===== src/rtl/systolic_sequencer.sv =====
// Batch sequencer for a weight-stationary NxN PE matrix: loads the weight tile, skews
// activations into the left edge, deskews bottom-edge sums. Optional SEQ_PERF_EN adds perf counters.
//
// state  | meaning
// IDLE   | waiting for start
// LOAD_W | accepting N weight rows into the tile
// STREAM | feeding activation vectors (bubbles when none offered)
// DRAIN  | waiting for the last tagged result to leave
// DONE   | one-cycle completion pulse
module systolic_sequencer #(
    parameter int WIDTH = 16,
    parameter int N     = 4,
    parameter int CNT_W = 8
) (
    input  logic                   clk,
    input  logic                   rst,
    input  logic                   start,
    input  logic [CNT_W-1:0]       num_vec,
    output logic                   busy,
    output logic                   done,
    input  logic                   w_valid,
    input  logic [N*WIDTH-1:0]     w_row,
    output logic                   w_ready,
    input  logic                   act_valid,
    input  logic [N*WIDTH-1:0]     act_data,
    output logic                   act_ready,
    output logic [N*N*WIDTH-1:0]   arr_weights,
    output logic [N*WIDTH-1:0]     arr_in_left,
    output logic [N*WIDTH-1:0]     arr_in_up,
    output logic [N-1:0]           arr_enable,
    input  logic [N*WIDTH-1:0]     arr_out_down,
    output logic                   res_valid,
    output logic [N*WIDTH-1:0]     res_data
`ifdef SEQ_PERF_EN
    ,
    output logic [31:0]            perf_cycles,
    output logic [31:0]            perf_stalls
`endif
);

    localparam int ROW_W = (N > 1) ? $clog2(N) : 1;

    typedef enum logic [2:0] {IDLE, LOAD_W, STREAM, DRAIN, DONE} state_t;

    state_t               state, state_nxt;
    logic [ROW_W-1:0]     row_cnt;
    logic [CNT_W-1:0]     vec_left;
    logic [2*N-1:0]       tag_pipe;
    logic                 accept;
    logic [N*WIDTH-1:0]   feed;
    logic [N*WIDTH-1:0]   deskew_out;

    assign accept    = act_valid && act_ready;
    assign feed      = accept ? act_data : '0;
    assign arr_in_up = '0;

    always_ff @(posedge clk or negedge rst) begin
        if (!rst) state <= IDLE;
        else      state <= state_nxt;
    end

    always_comb begin
        state_nxt  = state;
        busy       = (state != IDLE);
        done       = 1'b0;
        w_ready    = 1'b0;
        act_ready  = 1'b0;
        arr_enable = '0;
        case (state)
            IDLE: if (start) state_nxt = LOAD_W;
            LOAD_W: begin
                w_ready = 1'b1;
                if (w_valid && row_cnt == ROW_W'(N-1))
                    state_nxt = (vec_left == '0) ? DONE : STREAM;
            end
            STREAM: begin
                act_ready  = (vec_left != '0);
                arr_enable = '1;
                if (accept && vec_left == CNT_W'(1)) state_nxt = DRAIN;
            end
            DRAIN: begin
                arr_enable = '1;
                if (tag_pipe == '0) state_nxt = DONE;
            end
            DONE: begin
                done      = 1'b1;
                state_nxt = IDLE;
            end
            default: state_nxt = IDLE;
        endcase
    end

    always_ff @(posedge clk or negedge rst) begin
        if (!rst) begin
            row_cnt     <= '0;
            vec_left    <= '0;
            arr_weights <= '0;
        end else begin
            if (state == IDLE && start) begin
                vec_left <= num_vec;
                row_cnt  <= '0;
            end
            if (state == LOAD_W && w_valid) begin
                for (int r = 0; r < N; r++)
                    if (row_cnt == ROW_W'(r)) arr_weights[r*N*WIDTH +: N*WIDTH] <= w_row;
                row_cnt <= row_cnt + 1'b1;
            end
            if (accept) vec_left <= vec_left - 1'b1;
        end
    end

    // Row i is delayed i+1 cycles so the wavefront enters the matrix diagonally.
    for (genvar i = 0; i < N; i++) begin : g_skew
        logic [WIDTH-1:0] chain [i+1];
        always_ff @(posedge clk or negedge rst) begin
            if (!rst) begin
                for (int k = 0; k <= i; k++) chain[k] <= '0;
            end else begin
                chain[0] <= feed[i*WIDTH +: WIDTH];
                for (int k = 1; k <= i; k++) chain[k] <= chain[k-1];
            end
        end
        assign arr_in_left[i*WIDTH +: WIDTH] = chain[i];
    end

    // Column j leaves the matrix j cycles after column 0; pad it back into alignment.
    for (genvar j = 0; j < N; j++) begin : g_deskew
        localparam int D = N - 1 - j;
        if (D == 0) begin : g_pass
            assign deskew_out[j*WIDTH +: WIDTH] = arr_out_down[j*WIDTH +: WIDTH];
        end else begin : g_dly
            logic [WIDTH-1:0] dly [D];
            always_ff @(posedge clk or negedge rst) begin
                if (!rst) begin
                    for (int k = 0; k < D; k++) dly[k] <= '0;
                end else begin
                    dly[0] <= arr_out_down[j*WIDTH +: WIDTH];
                    for (int k = 1; k < D; k++) dly[k] <= dly[k-1];
                end
            end
            assign deskew_out[j*WIDTH +: WIDTH] = dly[D-1];
        end
    end

    always_ff @(posedge clk or negedge rst) begin
        if (!rst) begin
            tag_pipe  <= '0;
            res_valid <= 1'b0;
            res_data  <= '0;
        end else begin
            tag_pipe  <= {tag_pipe[2*N-2:0], accept};
            res_valid <= tag_pipe[2*N-1];
            if (tag_pipe[2*N-1]) res_data <= deskew_out;
        end
    end

`ifdef SEQ_PERF_EN
    always_ff @(posedge clk or negedge rst) begin
        if (!rst) begin
            perf_cycles <= '0;
            perf_stalls <= '0;
        end else if (state == IDLE && start) begin
            perf_cycles <= '0;
            perf_stalls <= '0;
        end else begin
            if (state != IDLE && perf_cycles != '1) perf_cycles <= perf_cycles + 1'b1;
            if (state == STREAM && !act_valid && perf_stalls != '1)
                perf_stalls <= perf_stalls + 1'b1;
        end
    end
`endif

endmodule


===== config.mk =====
export PLATFORM = sky130hd
export DESIGN_NAME = systolic_sequencer
export DESIGN_NICKNAME = d
export VERILOG_FILES = /design/src/rtl/systolic_sequencer.sv
export SDC_FILE = /design/constraint.sdc
export NUM_CORES = 1
export LEC_CHECK = 0
export CAP_MARGIN = 20
export CORE_AREA = 2 2 259 261
export DETAILED_ROUTE_END_ITERATION = 16
export DIE_AREA = 0 0 261 263
export PLACE_DENSITY = 0.61
export SKIP_CTS_REPAIR_TIMING = 1
export SLEW_MARGIN = 10
export SYNTH_ARGS = -nofsm -noshare
export SYNTH_HDL_FRONTEND = slang
export SYNTH_SLANG_ARGS = --single-unit

===== constraint.sdc =====
create_clock -name clk -period 2.4 [get_ports clk]
set_input_delay 0.24 -clock clk [delete_from_list [all_inputs] [get_ports clk]]
set_output_delay 0.24 -clock clk [all_outputs]
set_load 0.02 [all_outputs]

==> impl_metrics.json <==
{
  "status": "finished, final reports clean",
  "crit_chain": "buf_4 -> nor3b_1 -> clkdlybuf4s50_1",
  "syn2layout_area_growth_pct": 41.2,
  "fin_crit_ps": 2290,
  "rows": 94,
  "placeableCoreArea_sq_um": 65600,
  "final_cells": 2762,
  "drive_gt1_share_pct": 25.0,
  "synth_ff_type": "dfrtp_1",
  "cts_tree": "built",
  "r2r_start": "state[1]",
  "fillers": 5693,
  "synthTopCellsByArea": "dfrtp_1 70%, mux2_4 13%, mux2_2 6.6%, buf_4 4.1%, and2_1 1.9%",
  "vias_per_cell": 4.27,
  "setup_violations": 0,
  "yosysTopAreaCellShare_pct": 69.7,
  "grt_pass1_wl_um": 80100,
  "vdd_drop_max_mv": 0.772,
  "hp-start": "arr_out_down[43]",
  "mostFrequentLayoutCell": "dfrtp_1",
  "max_freq_mhz": 437,
  "synth-seq-cells": 598,
  "final_max_slew_viol_count": 0,
  "r2r_slack_ps": 240,
  "final-seq-area_sq_um": 15000,
  "grt_max_degree": 86,
  "synth_cells": 1229,
  "nNetsFinal": 2062,
  "dr.pass1.iters": 4,
  "fin_hold_ws_ps": 97.5,
  "routed_wl_um": 53600,
  "drt_iter0_drc": 575,
  "hp-class": "primary input to flip-flop",
  "grt_use_total_pct": 15.3,
  "seq_area_frac_synth_pct": 69.7,
  "end_kind": "output port",
  "hold_viol": 0,
  "r2r.worst_path.cells": 5,
  "r2r-end": "arr_weights[137]",
  "drt-wirelength-per-cell_um": 19.4,
  "multiInputGateArea_sq_um": 5530,
  "fin_total_pwr_mw": 40.9,
  "powerDensity_nw_per_um2": 1350,
  "max_cap_viol_count": 0,
  "pre_cts_ws_ps": 244,
  "die_y_um": 263,
  "critPathLaunchType": "flip-flop",
  "hold_depth": 1,
  "drc": 0,
  "ant_nets": 0,
  "synth_top_area_cell": "dfrtp_1",
  "worstMarginPinSlew_ps": 615,
  "syn_area_sq_um": 21500,
  "min_to": "g_deskew[2].g_dly.dly[11]",
  "synth_warnings": 0,
  "critical_path_arrival_ps": 2050,
  "final_cell_mix": "596 x dfrtp_1, 591 x clkdlybuf4s50_1, 180 x mux2_4",
  "overflow": 0,
  "crit_type": "flip-flop to output port",
  "antenna_found_initial": 3,
  "final.setup.worst_slack_ps": 109,
  "h-tree-depth": 3,
  "io_buffers": 597,
  "clock_skew_ps": 23.2,
  "insertion_delay_ps": 590,
  "min_period_over_period_pct": 95.4,
  "critical_path.max_stage_delay_ps": 680,
  "ys_types": 48,
  "start_util_pct": 32.7,
  "io_pins": 662,
  "synth_edf_count": 0,
  "dp_hpwl_um": 39000,
  "numCtsBuffers": 66,
  "crit_slowest_cell": "clkdlybuf4s50_1",
  "cp_max_fo": 11,
  "syn_area_per_cell_sq_um": 17.5,
  "required_ps": 2160,
  "root_buffer": "clkbuf_16",
  "rsz0062_at_grt": "false",
  "vias": 11800,
  "die_area_sq_um": 68600,
  "max-slew-margin-rel_pct": 59.0,
  "numPlacedInstances": 2646,
  "synthArstFlopShare_pct": 100,
  "antenna_cells": 0,
  "place.gp.congestion": 0.779,
  "ctsLongestPathBuffers": 3,
  "p_leak_nw": 14.2,
  "fp.dieW_um": 261,
  "clock_sinks": 598,
  "grt_pass1_vias": 12737,
  "clkSlewWorstSetupHoldPaths_ps": 60
}
## cell type report
| class | count | area share (%) |
|---|---|---|
| Sequential cell | 598 | 49.4 |
| Timing Repair Buffer | 651 | 21.6 |
| Multi-Input combinational cell | 525 | 18.3 |
| Clock buffer | 94 | 6.29 |
| Tap cell | 864 | 3.57 |
| Clock inverter | 21 | 0.772 |
| Inverter | 9 | 0.111 |
## worst max-delay path: cells and delay by family (launching register included)
family        cells  cell delay (ps)
simple gates      1              190
buf+inv           2              860
flops             1              400
## sequential cells by signal, indices dropped and copies added, names as in the netlist, 8 cells and up
signal,flops
res_data,64
g_skew.chain,112
vec_left,8
deskew_out,32
arr_in_left,48
g_deskew.g_dly.dly,64
arr_weights,256
tag_pipe,8
## synth_stat cells (all sizes together) (2+ instances only)
library cell and n:
mux2 321, dfrtp 598, inv 9, and2 65
nor3 6, nor3b 3, nand2 10, or4 2
nand3 7, buf 144, a311oi 2, nor2 9
nor2b 2, nand4bb 2, ha 6, a211oi 2
nor4 3, clkbuf 16, a31oi 2
## stage by stage
step	util [%]	setup TNS, ps	instance area (sq um)
floorplan	-	0	21700
finish	46.2	0	30300
global route	46.2	0	30300
CTS	46.1	-568	30300
global placement	42.9	0	28100
detailed placement	42.9	0	28100
## worst max path at each step
stage / from / to
finish: state[1] / done
CTS: vec_left[0] / act_ready
global route: state[0] / busy
global placement: w_valid / arr_weights[133]
floorplan: vec_left[0] / vec_left[6]
detailed placement: w_valid / arr_weights[145]
## metal layers
layer  vias to the layer above  track usage [%]  part of all wire (%)
met1                      6086             17.5                    38
met3                       117             4.64                   6.8
met5                         -                0                 0.078
li1                       5206                -                     -
met4                         6             6.00                   3.6
met2                       385             26.7                    51
## logic make-up (layout without fill, tap and decap cells)
logic type | after synthesis | count (layout) | share of synthesized area, %
mux | 321 | 321 | 20.0
simple gates | 114 | 114 | 3.40
buf+inv | 169 | 775 | 5.70
fa+ha+maj | 6 | 6 | 0.350
xor+xnor | 1 | 1 | 0.0408
compound gates | 19 | 19 | 0.804
other cells | 1 | 64 | 0.0175
flops | 598 | 598 | 69.7
## report_power, final
group	switching, mW	leakage [nW]	total (mW)	internal (mW)
combinational	7.41	5.63	16.2	8.80
clock	4.00	1.04	9.88	5.88
sequential	1.72	7.50	14.8	13.1
Power figures use the tool's default switching activity.
